$ cat config.mk
export PLATFORM = sky130hd
export DESIGN_NAME = vx_cmt_instret_ctrl
export DESIGN_NICKNAME = d
export VERILOG_FILES = /design/src/rtl/vx_cmt_instret_ctrl.sv
export SDC_FILE = /design/constraint.sdc
export NUM_CORES = 1
export LEC_CHECK = 0
export BUFFER_PORTS_ARGS = -buffer_cell sky130_fd_sc_hd__buf_2
export CORE_MARGIN = 4
export CORE_UTILIZATION = 30
export CTS_CLUSTER_DIAMETER = 80
export DETAILED_ROUTE_END_ITERATION = 8
export GPL_ROUTABILITY_DRIVEN = 1
export GPL_TIMING_DRIVEN = 1
export REMOVE_ABC_BUFFERS = 1
export SETUP_SLACK_MARGIN = 0.05
export SYNTH_ARGS = -nofsm -noshare
export SYNTH_HDL_FRONTEND = slang
export SYNTH_SLANG_ARGS = --single-unit
$ cat constraint.sdc
create_clock -name clk -period 18.4 [get_ports clk]
set_clock_uncertainty 0.2 [all_clocks]
set_input_delay 3.68 -clock clk [delete_from_list [all_inputs] [get_ports clk]]
set_output_delay 3.68 -clock clk [all_outputs]
set_load 0.03 [all_outputs]
$ cat src/rtl/vx_cmt_instret_ctrl.sv
// rtl/vx_cmt_instret_ctrl.sv - commit-size aggregator and 64-bit instret counter; FPU unit enabled by CMT_FPU_EN
`ifndef NUM_THREADS
`define NUM_THREADS 4
`endif

module vx_cmt_instret_ctrl #(
    parameter int unsigned NUM_THREADS = `NUM_THREADS,
`ifdef CMT_FPU_EN
    localparam int unsigned NU = 6,
`else
    localparam int unsigned NU = 5,
`endif
    localparam int unsigned CW = $clog2(NU * NUM_THREADS + 1)
) (
    input  logic                        clk,
    input  logic                        reset,
    input  logic [NU-1:0]               unit_valid,
    input  logic [NU*NUM_THREADS-1:0]   unit_tmask,
    output logic [NU-1:0]               unit_ready,
    input  logic                        csr_wr_valid,
    input  logic                        csr_wr_hi,
    input  logic [31:0]                 csr_wr_data,
    input  logic                        inhibit,
    output logic                        cmt_valid,
    output logic [CW-1:0]               cmt_commit_size,
    output logic [63:0]                 instret
);

    logic [NU-1:0] fired;
    logic [CW-1:0] sum;
    logic          any_fired;

    // A software write to instret owns the counter for that cycle, so all commits stall.
    assign unit_ready = {NU{~csr_wr_valid}};
    assign fired      = unit_valid & unit_ready;
    assign any_fired  = |fired;

    always_comb begin
        sum = '0;
        for (int i = 0; i < NU; i++) begin
            for (int j = 0; j < NUM_THREADS; j++) begin
                sum = sum + CW'(fired[i] & unit_tmask[i*NUM_THREADS + j]);
            end
        end
    end

    always_ff @(posedge clk) begin
        if (reset) begin
            cmt_valid       <= 1'b0;
            cmt_commit_size <= '0;
            instret         <= '0;
        end else begin
            cmt_valid       <= any_fired;
            cmt_commit_size <= any_fired ? sum : '0;
            if (csr_wr_valid) begin
                if (csr_wr_hi)
                    instret[63:32] <= csr_wr_data;
                else
                    instret[31:0]  <= csr_wr_data;
            end else if (any_fired && !inhibit) begin
                instret <= instret + 64'(sum);
            end
        end
    end

endmodule

---- Word-level counts from Yosys, hierarchy flattened ----
Index checks and enable logic that the tools add are counted.
word-level totals
  register bits after elaboration ......... 70
  bits in latches ......................... 0
  bits in writable memories ............... 0
  memory bits (read-only) ................. 0
  input bits .............................. 62
  output and inout port bits .............. 75
  word-level logic and storage cells ...... 60
  memories ................................ 0
cells by class
  $add $sub $neg .......................... 20
  multiply operators ...................... 0
  div/mod/pow operators ................... 0
  $lt $le $gt $ge ......................... 0
  equal/unequal tests ..................... 2
  shift-type cells ........................ 0
  mux-type cells .......................... 4
  bitwise logic cells ..................... 23
  reductions and logical operators ........ 7
operators with widths
  operator              number
  $mux W64              2
  $add A5 B1 Y5         15
  $add A64 B5 Y64       1
  $mux W32              2
  $and A1 B1 Y1         20
  $add A4 B1 Y5         1
  $and A5 B5 Y5         1
  $reduce_or A5 Y1      1
  $add A3 B1 Y4         1
  $reduce_and A2 Y1     2
  $add A2 B1 Y3         1
  $add A1 B1 Y2         1
  $ne A2 B1 Y1 const B  1
  $ne A2 B2 Y1 const B  1
  $not A1 Y1            2
  $reduce_bool A2 Y1    1
  $reduce_or A2 Y1      1
  $logic_and A1 B1 Y1   1
  $logic_not A1 Y1      1

---- Longest topological paths before layout ----
Gate-level depths: netlist (run 1).
  depth in word-level cells ............... 25
  mapped depth ............................ 25
  mapped depth without buffers ............ 22

---- Worst setup path after synthesis (run 1) ----
OpenSTA, ideal clock, no wires.
  path kind ............................... input to register
  from .................................... input port csr_wr_valid
  to ...................................... register instret[52]
  library setup time ...................... 0.074 ns
  data arrival time ....................... 9.787 ns
  required time ........................... 18.126 ns
  path slack .............................. 8.339 ns
  cell stages on the path ................. 21
  buffers on the path ..................... 2
  cells stage by stage .................... clkbuf_1 clkbuf_1 nor2b_1 and2_1 fa_1 inv_1 fa_1 inv_1 fa_1 fa_1 fa_1 ha_1 fa_1 xor2_1 ha_1 a211oi_1 o21bai_1 and3_2 nand4_1 or4_1 a31oi_1
between the ends
  cells in the longest elaborated chain, start to end .. 25
  elaborated cells on any way between the ends .. 49
  those cells by class .................... 20 x add/sub; 1 x eq/ne; 2 x mux; 22 x bitwise; 4 x reduce/logical
RTL lines
  item                          line  text
  from (decl)                   20    input logic csr_wr_valid,
  $not A1 Y1 *                  34    assign unit_ready = {NU{~csr_wr_valid}};
  $and A5 B5 Y5 *               35    assign fired = unit_valid & unit_ready;
  $and A1 B1 Y1                 42    sum = sum + CW'(fired[i] & unit_tmask[i*NUM_THREADS + j]);
  $add A1 B1 Y2                 42
  $add A2 B1 Y3                 42
  $add A3 B1 Y4                 42
  $add A4 B1 Y5                 42
  $add A5 B1 Y5 (14 in series)  42
  $add A5 B1 Y5 *               42
  via sum[2]                    30    logic [CW-1:0] sum;
  $add A64 B5 Y64 *             61    instret <= instret + 64'(sum);
  $mux W64 *                    60    end else if (any_fired && !inhibit) begin
  $mux W64 *                    55    if (csr_wr_valid) begin
  to (signal assigned)          57    instret[63:32] <= csr_wr_data;
  to (signal assigned)          61
  to (decl)                     26    output logic [63:0] instret
Mark *: on every way through the listed nets, which the timed path passes. The rest lies on a longest branch. The select of a mux whose other input is x is not followed.
A chain may end at the register's enable or synchronous reset.

---- Final worst setup path (run 1) ----
Ends and elaborated chain as after synthesis.

==> out/results.tsv, run 1 <==
metric	value	unit
synth_warnings	0	
postRouteAntennaNets	0	
p_leak	2.55	nW
worstPathMaxFanout	31	
finalSetupViolCount	0	
die_w	140	um
cp_slowest_stage_delay	0.62	ns
htree_levels	3	
insertedDiodeCount	0	
syn_area_per_cell	7.59	um^2
postCtsSetupBuffers	0	
drv_cap	0	
max_slew_margin	0.350	
ios	137	
worst_slack	7.84	ns
path_delay_family	adder cells	
drt-initial-drc-count	624	
ir_drop	0.0532	mV
grt_setup_unrepaired	no	
critical_path_buf_inv_count	3	
first_pass_iters	7	
async_flop_share	0	
critPathMostFrequentCell	fa_1	
min_path_type	reg -> reg	
grt_max_degree	70	
viasPerCell	5.76	
crit_chain	buf_2 -> nor2b_1 -> and2_1 -> fa_1 -> inv_1 -> fa_1 -> inv_1 -> fa_1 -> fa_1 -> fa_1 -> ha_1 -> fa_1 -> a21oi_1 -> o21bai_1 -> ha_1 -> o21ai_0 -> o21bai_1 -> and3_2 -> nand4_1 -> or4_1 -> a31oi_1	
slowest_stage	o21bai_1	
ys_ff_latch	70	
netlist_instances	693	
period_share	0.574	
pre_cts_slack	7.52	ns
first_global_vias	5482	
hpwl	14400	um
gp_congestion	0.885	
track_usage	0.196	
post_route_cells_drive_above_1_share	0.221	
cts_tree	done	
routed_wl	20100	um
min_period	10.56	ns
vias	5882	
grt_pass1_wl	31100	um
finalNetCount	881	
status	finished, final reports clean	
antenna_found_initial	0	
synthFlopType	dfxtp_1	
fin_tns_setup	0	ns
die_y	140	um
ys_seq_area_frac	0.266	
power.density	78.1	nW/um^2
fmax	0.0947	GHz
num_rows	48	
initial_core_util	0.305	
core	17200	um^2
maxSlewViolCount	0	
worst-endpoint-required	18.48	ns
wire_per_inst	19.7	um
synth_edf_count	0	
fin_cells	1022	
io_buffers	136	
cts_inserted_buffers	9	
tightestPinTransition	0.973	ns
numClockSinks	70	
cts.path.max_buffers	2	
clock_latency	0.35	ns
drc_errors	0	
area_delta_synth_final	20.6	%
finalHoldViolations	0	
place_inst	1006	
syn-cell-area	5260	um^2
startpoint_type	input port	
crit_type	in -> reg	
end_kind	register	
cts-root-buf	clkbuf_16	
synth_cell_types	70	
die_area	19700	um^2
crit_arrival	10.63	ns
ctsResizeCount	0	
hold_buffers	0	
overflow	0	
clkTransAtPathRegs	0.06	ns
## cells in the final DEF, fill, tap and decap left out, types with 7 or more instances in the layout
cell type	n
or3_1	8
a21oi_1	47
nor4_1	14
ha_1	12
o21ai_0	25
nand4_1	32
and4_1	8
and2_1	25
o211ai_1	16
inv_1	23
buf_2	136
nor2b_1	7
clkbuf_16	9
fa_1	15
nor2_1	48
nor3_1	9
and3_1	21
nand2_1	79
a31oi_1	32
or4_1	7
dfxtp_1	70
nand3_1	40
## flip-flops by register name, summed over array words and instances (netlist names)
register         flops
cmt_commit_size      5
cmt_valid            1
instret             64
## cells by family (layout without fill, tap and decap cells)
| logic type | Yosys count | count (layout) | share of synthesized area |
|---|---|---|---|
| XOR/XNOR | 4 | 4 | 0.00666 |
| AND/OR/NAND/NOR | 318 | 318 | 0.324 |
| adder cells (fa/ha/maj) | 27 | 27 | 0.0856 |
| multiplexers | 5 | 5 | 0.00951 |
| AO/OA/AOI/OAI | 192 | 192 | 0.247 |
| flip-flops | 70 | 70 | 0.266 |
| buffers and inverters | 77 | 181 | 0.0613 |
## power breakdown
part | switching (mW) | total, mW | internal, mW
registers | 0.0141 | 0.176 | 0.162
clock network | 0.0715 | 0.184 | 0.112
logic | 0.0871 | 0.136 | 0.0489
## metal layers
metal	global-route usage	up-vias	wire length (um)
li1	-	2804	-
met1	0.269	2811	8990
met2	0.303	239	9210
met3	0.0420	28	1500
met4	0.0755	0	441
met5	0	-	0
## through the flow
step / hold WS [ns] / cell area, um^2 / utilization / power, mW
CTS: 0.311 / 6350 / 0.368 / 0.498
floorplan: 0.388 / 5030 / - / 0.265
global route: 0.320 / 6350 / 0.368 / 0.517
finish: 0.310 / 6350 / 0.368 / 0.496
global placement: 0.306 / 6040 / 0.351 / 0.314
detailed placement: 0.304 / 6040 / 0.351 / 0.315
## path summary, 6_finish.rpt
check,slack [ns],to,cells past startpoint,startpoint
max,7.84,instret[52]$_SDFFE_PP0P_,21,csr_wr_valid
max reg2reg,15.18,instret[52]$_SDFFE_PP0P_,8,instret[0]$_SDFFE_PP0P_
min,0.31,instret[2]$_SDFFE_PP0P_,2,instret[2]$_SDFFE_PP0P_
min reg2reg,0.31,instret[2]$_SDFFE_PP0P_,2,instret[2]$_SDFFE_PP0P_
## cell usage after synthesis (all sizes together) (8+ instances only)
library cell,instances,area share
a31oi,32,0.038
fa,15,0.057
o211ai,16,0.023
ha,12,0.029
nor4,15,0.021
nor2,48,0.034
and4,8,0.013
a21oi,48,0.046
dfxtp,70,0.27
nand4,34,0.043
and2,27,0.032
and3,25,0.031
or3,8,0.0095
o21ai,25,0.024
clkbuf,41,0.030
buf,12,0.015
nor3,9,0.0086
nand2,79,0.056
inv,24,0.017
nand3,41,0.041
## cell type report
type                    count  area (um^2)
fillers                  1807        10900
multi-input cells         546         3550
flip-flops and latches     70         1400
repair buffers            141          718
well taps                 225          282
clock buffers              13          260
inverters                  24         90.1
clock inverters             3         42.5
## worst min-delay path, delay by kind of cell, from the launching register on
family | cells | cell delay [ns]
and+or+nand+nor | 1 | 0.07
AOI/OAI and AO/OA | 1 | 0.05
DFF | 1 | 0.35
No activity file was read; power rests on OpenSTA's default activity.
==> inputs of run 2 (changes only) <==
--- a/config.mk
+++ b/config.mk
@@ -5,6 +5,7 @@
 export SDC_FILE = /design/constraint.sdc
 export NUM_CORES = 1
 export LEC_CHECK = 0
+export ABC_AREA = 1
 export BUFFER_PORTS_ARGS = -buffer_cell sky130_fd_sc_hd__buf_2
 export CORE_MARGIN = 4
 export CORE_UTILIZATION = 30
==> constraint.sdc (replaced) <==
create_clock -name clk -period 9.6 [get_ports clk]
set_clock_uncertainty 0.2 [all_clocks]
set_input_delay 1.92 -clock clk [delete_from_list [all_inputs] [get_ports clk]]
set_output_delay 1.92 -clock clk [all_outputs]
set_load 0.03 [all_outputs]
==> out/results.tsv, run 2 <==
metric	value	unit	change
path_delay_family	adder cells		
fmax	0.132	GHz	
r2r-start	instret[0]$_SDFFE_PP0P_		
finalSetupViolCount	0		unchanged
first_pass_iters	5		-2
yosys.area_share.simple	0.408		+0.0846
synth_edf_count	0		unchanged
wire_per_inst	15.8	um	-20%
place_inst	1428		+42%
vias	6952		+18%
critPathLaunch	csr_wr_valid		
crit_type	in -> reg		
critPathMostFrequentCell	nand2_1		
drv_cap	0		unchanged
ctsResizeCount	0		unchanged
core	20200	um^2	+17%
io_buffers	136		unchanged
grt_max_degree	63		-10%
synth_warnings	0		unchanged
worst-endpoint-required	9.69	ns	-8.79 ns
gp_congestion	0.937		+5.8%
largest_reg_flops	64		unchanged
slowest_stage	fa_1		
routed_wl	22800	um	+13%
period_share	0.789		
final_cell_mix	nand2_1 (304), nor2_1 (151), buf_2 (136)		
synth_top_family_by_area	simple AND/OR/NAND/NOR gates		
viasPerCell	4.81		-16%
syn-cell-area	6180	um^2	+17%
path_depth	27		+29%
track_usage	0.200		+0.00330
worstPathMaxFanout	12		-61%
die_area	23000	um^2	+16%
largest-register	instret		
hold_buffers	0		unchanged
initial_core_util	0.305		about the same
min_path_cells	2		unchanged
synthMostInstantiatedCell	nand2_1		
grt_pass1_wl	35100	um	+13%
post_route_cells_drive_above_1_share	0.179		-0.0420
end_kind	register		
critical_path_buf_inv_count	6		+3
hpwl	17700	um	+23%
synth_mux_area_frac	0		-0.00951
p_leak	3.42	nW	+34%
die_y	152	um	+7.9%
cts_tree	done		
grt_setup_unrepaired	no		
synth_top_area_frac	0.227		-0.0395
drc_errors	0		unchanged
status	finished, final reports clean		
pre_cts_slack	1.66	ns	-5.86 ns
min_from	instret[10]$_SDFFE_PP0P_		
finalHoldViolations	0		unchanged
ys_top_cells_by_area	dfxtp_1 (23%), nand2_1 (18%), nor2_1 (9.2%)		
synthFlopType	dfxtp_1		
synth_top_cell_by_area	dfxtp_1		
insertedDiodeCount	0		unchanged
cp_slowest_stage_delay	0.53	ns	-0.09 ns
die_w	152	um	+7.9%
tightestPinTransition	0.834	ns	-0.139 ns
synth-compound-area-share	0.154		-0.0929
finalNetCount	1258		+43%
ios	137		unchanged
layout_commonest_cell	nand2_1		
antenna_found_initial	0		unchanged
ys_ff_latch	70		unchanged
postRouteAntennaNets	0		unchanged
cts-root-buf	clkbuf_16		
cts.path.max_buffers	2		unchanged
postCtsSetupBuffers	0		unchanged
fin_cells	1444		+41%
final_cell_area	7380	um^2	+16%
drt-initial-drc-count	552		-12%
overflow	0		unchanged
whs	0.329	ns	+0.0190 ns
async_flop_share	0		unchanged
fin_util	0.365		-0.00355
num_rows	52		+8.3%
numClockSinks	70		unchanged
htree_levels	3		unchanged
synth_xor_xnor_area_share	0.0269		+0.0203
min_path_type	reg -> reg		
nFillCells	2298		+27%
area_delta_synth_final	19.4	%	
ir_drop	0.0815	mV	+53%
place_area	7040	um^2	+17%
clock_latency	0.36	ns	about the same
clkTransAtPathRegs	0.06	ns	about the same
power.density	149	nW/um^2	+90%
cts_inserted_buffers	9		unchanged
syn_area_per_cell	5.87	um^2	-23%
first_global_vias	6353		+16%
fin_tns_setup	0	ns	unchanged
worst_slack	2.03	ns	-5.82 ns
synth_fa_ha_area_frac	0.0729		-0.0127
reg2reg_depth	13		+5
startpoint_type	input port		
finalPower	1.10	mW	+120%
synth_common_cells	nand2_1 (304), nor2_1 (151), inv_1 (126)		
max_slew_margin	0.444		+0.0937
reg.largest.list	instret x64, cmt_commit_size x5, cmt_valid x1		
crit_arrival	7.66	ns	-2.97 ns
min_period	7.57	ns	
ys_seq_area_frac	0.227		-0.0395
synth_cell_types	30		-57%
maxSlewViolCount	0		unchanged
netlist_instances	1053		+52%
==> run 2: changes by cell type after synthesis, sizes merged, moves of 16 or more <==
cell	previous run	this run
clkbuf	41	20
o21ai	25	81
nor2	48	174
o211ai	16	0
a21oi	48	92
and3	25	0
a31oi	32	4
nand2	79	323
inv	24	133
and2	27	2
==> run 2: cell type report <==
cell class | count | area, um^2 | share of cell area
sequential | 70 | 1400 | 0.190
multi-input combinational | 814 | 4090 | 0.554
inverter | 134 | 503 | 0.0682
timing repair buffer | 140 | 711 | 0.0963
clock buffer | 13 | 270 | 0.0366
tap | 270 | 338 | 0.0458
clock inverter | 3 | 65.1 | 0.00882
==> run 2: worst register-to-register path, cell delays in order (launching register included) <==
cell,delay [ns]
dfxtp_1,0.33
ha_1,0.28
fa_1,0.45
inv_1,0.10
nor2_1,0.06
nand2_1,0.06
nand3_2,0.18
nand2_1,0.23
nor2_4,0.07
nand2_1,0.06
nand2_1,0.05
nand2_1,0.06
nand2_1,0.05
a21oi_1,0.15
==> run 2: final timing paths <==
| kind | endpoint | slack (ns) |
|---|---|---|
| max | instret[26]$_SDFFE_PP0P_ | 2.03 |
| min | instret[10]$_SDFFE_PP0P_ | 0.33 |
| max reg2reg | instret[58]$_SDFFE_PP0P_ | 7.21 |
| min reg2reg | instret[10]$_SDFFE_PP0P_ | 0.33 |
==> run 2: layer usage <==
layer / global-route usage / part of all wire / vias up
met5: 0 / 0 / -
met4: 0.0508 / 0.013 / 0
met3: 0.0339 / 0.066 / 21
met2: 0.310 / 0.45 / 206
met1: 0.288 / 0.48 / 3168
li1: - / - / 3557
==> run 2: cell families after synthesis <==
logic type | after synthesis
AO/OA/AOI/OAI | 184
XOR/XNOR | 19
adder cells (fa/ha/maj) | 27
buffers and inverters | 169
flip-flops | 70
AND/OR/NAND/NOR | 584
==> run 2: power breakdown <==
group	total [mW]	switching [mW]	internal [mW]
sequential	0.374	0.0521	0.322
clock	0.387	0.139	0.249
combinational	0.338	0.227	0.111
total	1.10	0.418	0.681
==> inputs of run 3 (changes only) <==
==> constraint.sdc (replaced) <==
create_clock -name clk -period 7.7 [get_ports clk]
set_clock_uncertainty 0.2 [all_clocks]
set_input_delay 1.54 -clock clk [delete_from_list [all_inputs] [get_ports clk]]
set_output_delay 1.54 -clock clk [all_outputs]
set_load 0.03 [all_outputs]
==> out/results.tsv, run 3 (same netlist as run 2, synthesis figures left out) <==
metric	value	unit	change
status	finished, final reports clean		
reg2reg_depth	11		-2
startpoint_type	input port		
fin_cells	1445		+0.069%
maxSlewViolCount	0		unchanged
max_slew_margin	0.411		-0.0329
fin_util	0.362		-0.00291
final_cell_area	7320	um^2	-0.80%
ios	137		unchanged
cts_inserted_buffers	9		unchanged
hold_buffers	0		unchanged
finalSetupViolCount	0		unchanged
slowest_stage	fa_1		
ir_drop	0.0805	mV	-1.2%
reg.largest.list	instret x64, cmt_commit_size x5, cmt_valid x1		
tightestPinTransition	0.883	ns	+0.0494 ns
worstPathMaxFanout	12		unchanged
drc_errors	0		unchanged
grt_setup_unrepaired	no		
insertedDiodeCount	0		unchanged
area_delta_synth_final	18.5	%	
htree_levels	3		unchanged
hpwl	17700	um	-0.39%
first_global_vias	6498		+2.3%
cts.path.max_buffers	2		unchanged
period_share	0.933		
first_pass_iters	5		unchanged
cp_slowest_stage_delay	0.53	ns	about the same
cts_tree	done		
r2r-start	instret[0]$_SDFFE_PP0P_		
grt_pass1_wl	35700	um	+1.9%
route.met2.wl	10200	um	+0.23%
dr.max_layer_used	met4		
num_rows	52		unchanged
core	20200	um^2	unchanged
numClockSinks	70		unchanged
hold_end	instret[10]$_SDFFE_PP0P_		
track_usage	0.201		+0.00151
antenna_found_initial	0		unchanged
p_leak	3.39	nW	-0.84%
drv_cap	0		unchanged
end_kind	register		
largest_reg_flops	64		unchanged
finalNetCount	1259		+0.079%
post_route_cells_drive_above_1_share	0.179		about the same
nFillCells	2264		-1.5%
vias	6963		+0.16%
whs	0.319	ns	-0.0103 ns
min_path_cells	2		unchanged
die_y	152	um	unchanged
critPathMostFrequentCell	nand2_1		
crit_arrival	7.21	ns	-0.45 ns
postRouteAntennaNets	0		unchanged
gp_congestion	0.965		+3.0%
wire_per_inst	15.9	um	+0.46%
worst-endpoint-required	7.73	ns	-1.96 ns
r2r_setup_slack	5.34	ns	-1.87 ns
final_cell_mix	nand2_1 (304), nor2_1 (151), buf_2 (136)		
min_from	instret[10]$_SDFFE_PP0P_		
r2r-end	instret[54]$_SDFFE_PP0P_		
drt-met1-wl	10800	um	-0.19%
routed_wl	23000	um	+0.53%
clkTransAtPathRegs	0.06	ns	about the same
cts-root-buf	clkbuf_16		
fmax	0.139	GHz	
postCtsSetupBuffers	0		unchanged
ctsResizeCount	0		unchanged
die_w	152	um	unchanged
initial_core_util	0.305		unchanged
die_area	23000	um^2	unchanged
min_period	7.18	ns	
drt-initial-drc-count	541		-2.0%
pre_cts_slack	0.188	ns	-1.47 ns
clock_latency	0.35	ns	about the same
crit_type	in -> reg		
layout_commonest_cell	nand2_1		
io_buffers	136		unchanged
overflow	0		unchanged
grt_max_degree	63		unchanged
worst_slack	0.519	ns	-1.51 ns
place_inst	1429		+0.070%
min_path_type	reg -> reg		
fin_tns_setup	0	ns	unchanged
place_area	7050	um^2	+0.11%
wl_met3	1480	um	-1.7%
finalHoldViolations	0		unchanged
finalPower	1.28	mW	+17%
largest-register	instret		
power.density	175	nW/um^2	+18%
viasPerCell	4.82		about the same
[run 3: cell types whose count changed in the layout (fill, tap and decap cells not counted), sizes merged]
cell	before	now
bufinv	2	0
clkinvlp	0	1
buf	140	141
clkinv	2	4
clkbuf	13	12
[run 3: routing by layer]
layer,GRT usage,vias up
li1,-,3557
met1,0.289,3163
met2,0.312,214
met3,0.0333,29
met4,0.0557,0
met5,0,-
[run 3: layout make-up]
class                           instances  area (um^2)  share of cell area
Clock buffer                           12          246              0.0337
Clock inverter                          4         22.5             0.00308
Inverter                              134          503              0.0687
Multi-Input combinational cell        814         4090               0.559
Sequential cell                        70         1400               0.191
Tap cell                              270          338              0.0461
Timing Repair Buffer                  141          718              0.0981
[run 3: critical path: cells and delay by family]
kind	cells	cell delay [ns]
AND/OR/NAND/NOR	13	1.32
AO/OA/AOI/OAI	2	0.23
adder cells (fa/ha/maj)	8	3.55
buffers and inverters	6	0.59
[run 3: how the worst max path moves through the flow]
stage            startpoint                        to  slack, ns  cells past startpoint
3_3_place_gp   csr_wr_valid   instret[9]$_SDFFE_PP0P_       0.24                     27
4_1_cts        csr_wr_valid   instret[9]$_SDFFE_PP0P_       0.53                     27
5_1_grt        csr_wr_valid  instret[47]$_SDFFE_PP0P_       0.09                     28
2_1_floorplan  csr_wr_valid  instret[26]$_SDFFE_PP0P_      -0.23                     26
6_report       csr_wr_valid  instret[47]$_SDFFE_PP0P_       0.52                     29
3_5_place_dp   csr_wr_valid   instret[9]$_SDFFE_PP0P_       0.19                     27
[run 3: power by group]
part           internal [mW]  total [mW]  switching [mW]
sequential             0.401       0.464          0.0631
clock                  0.226       0.395           0.169
combinational          0.138       0.425           0.286
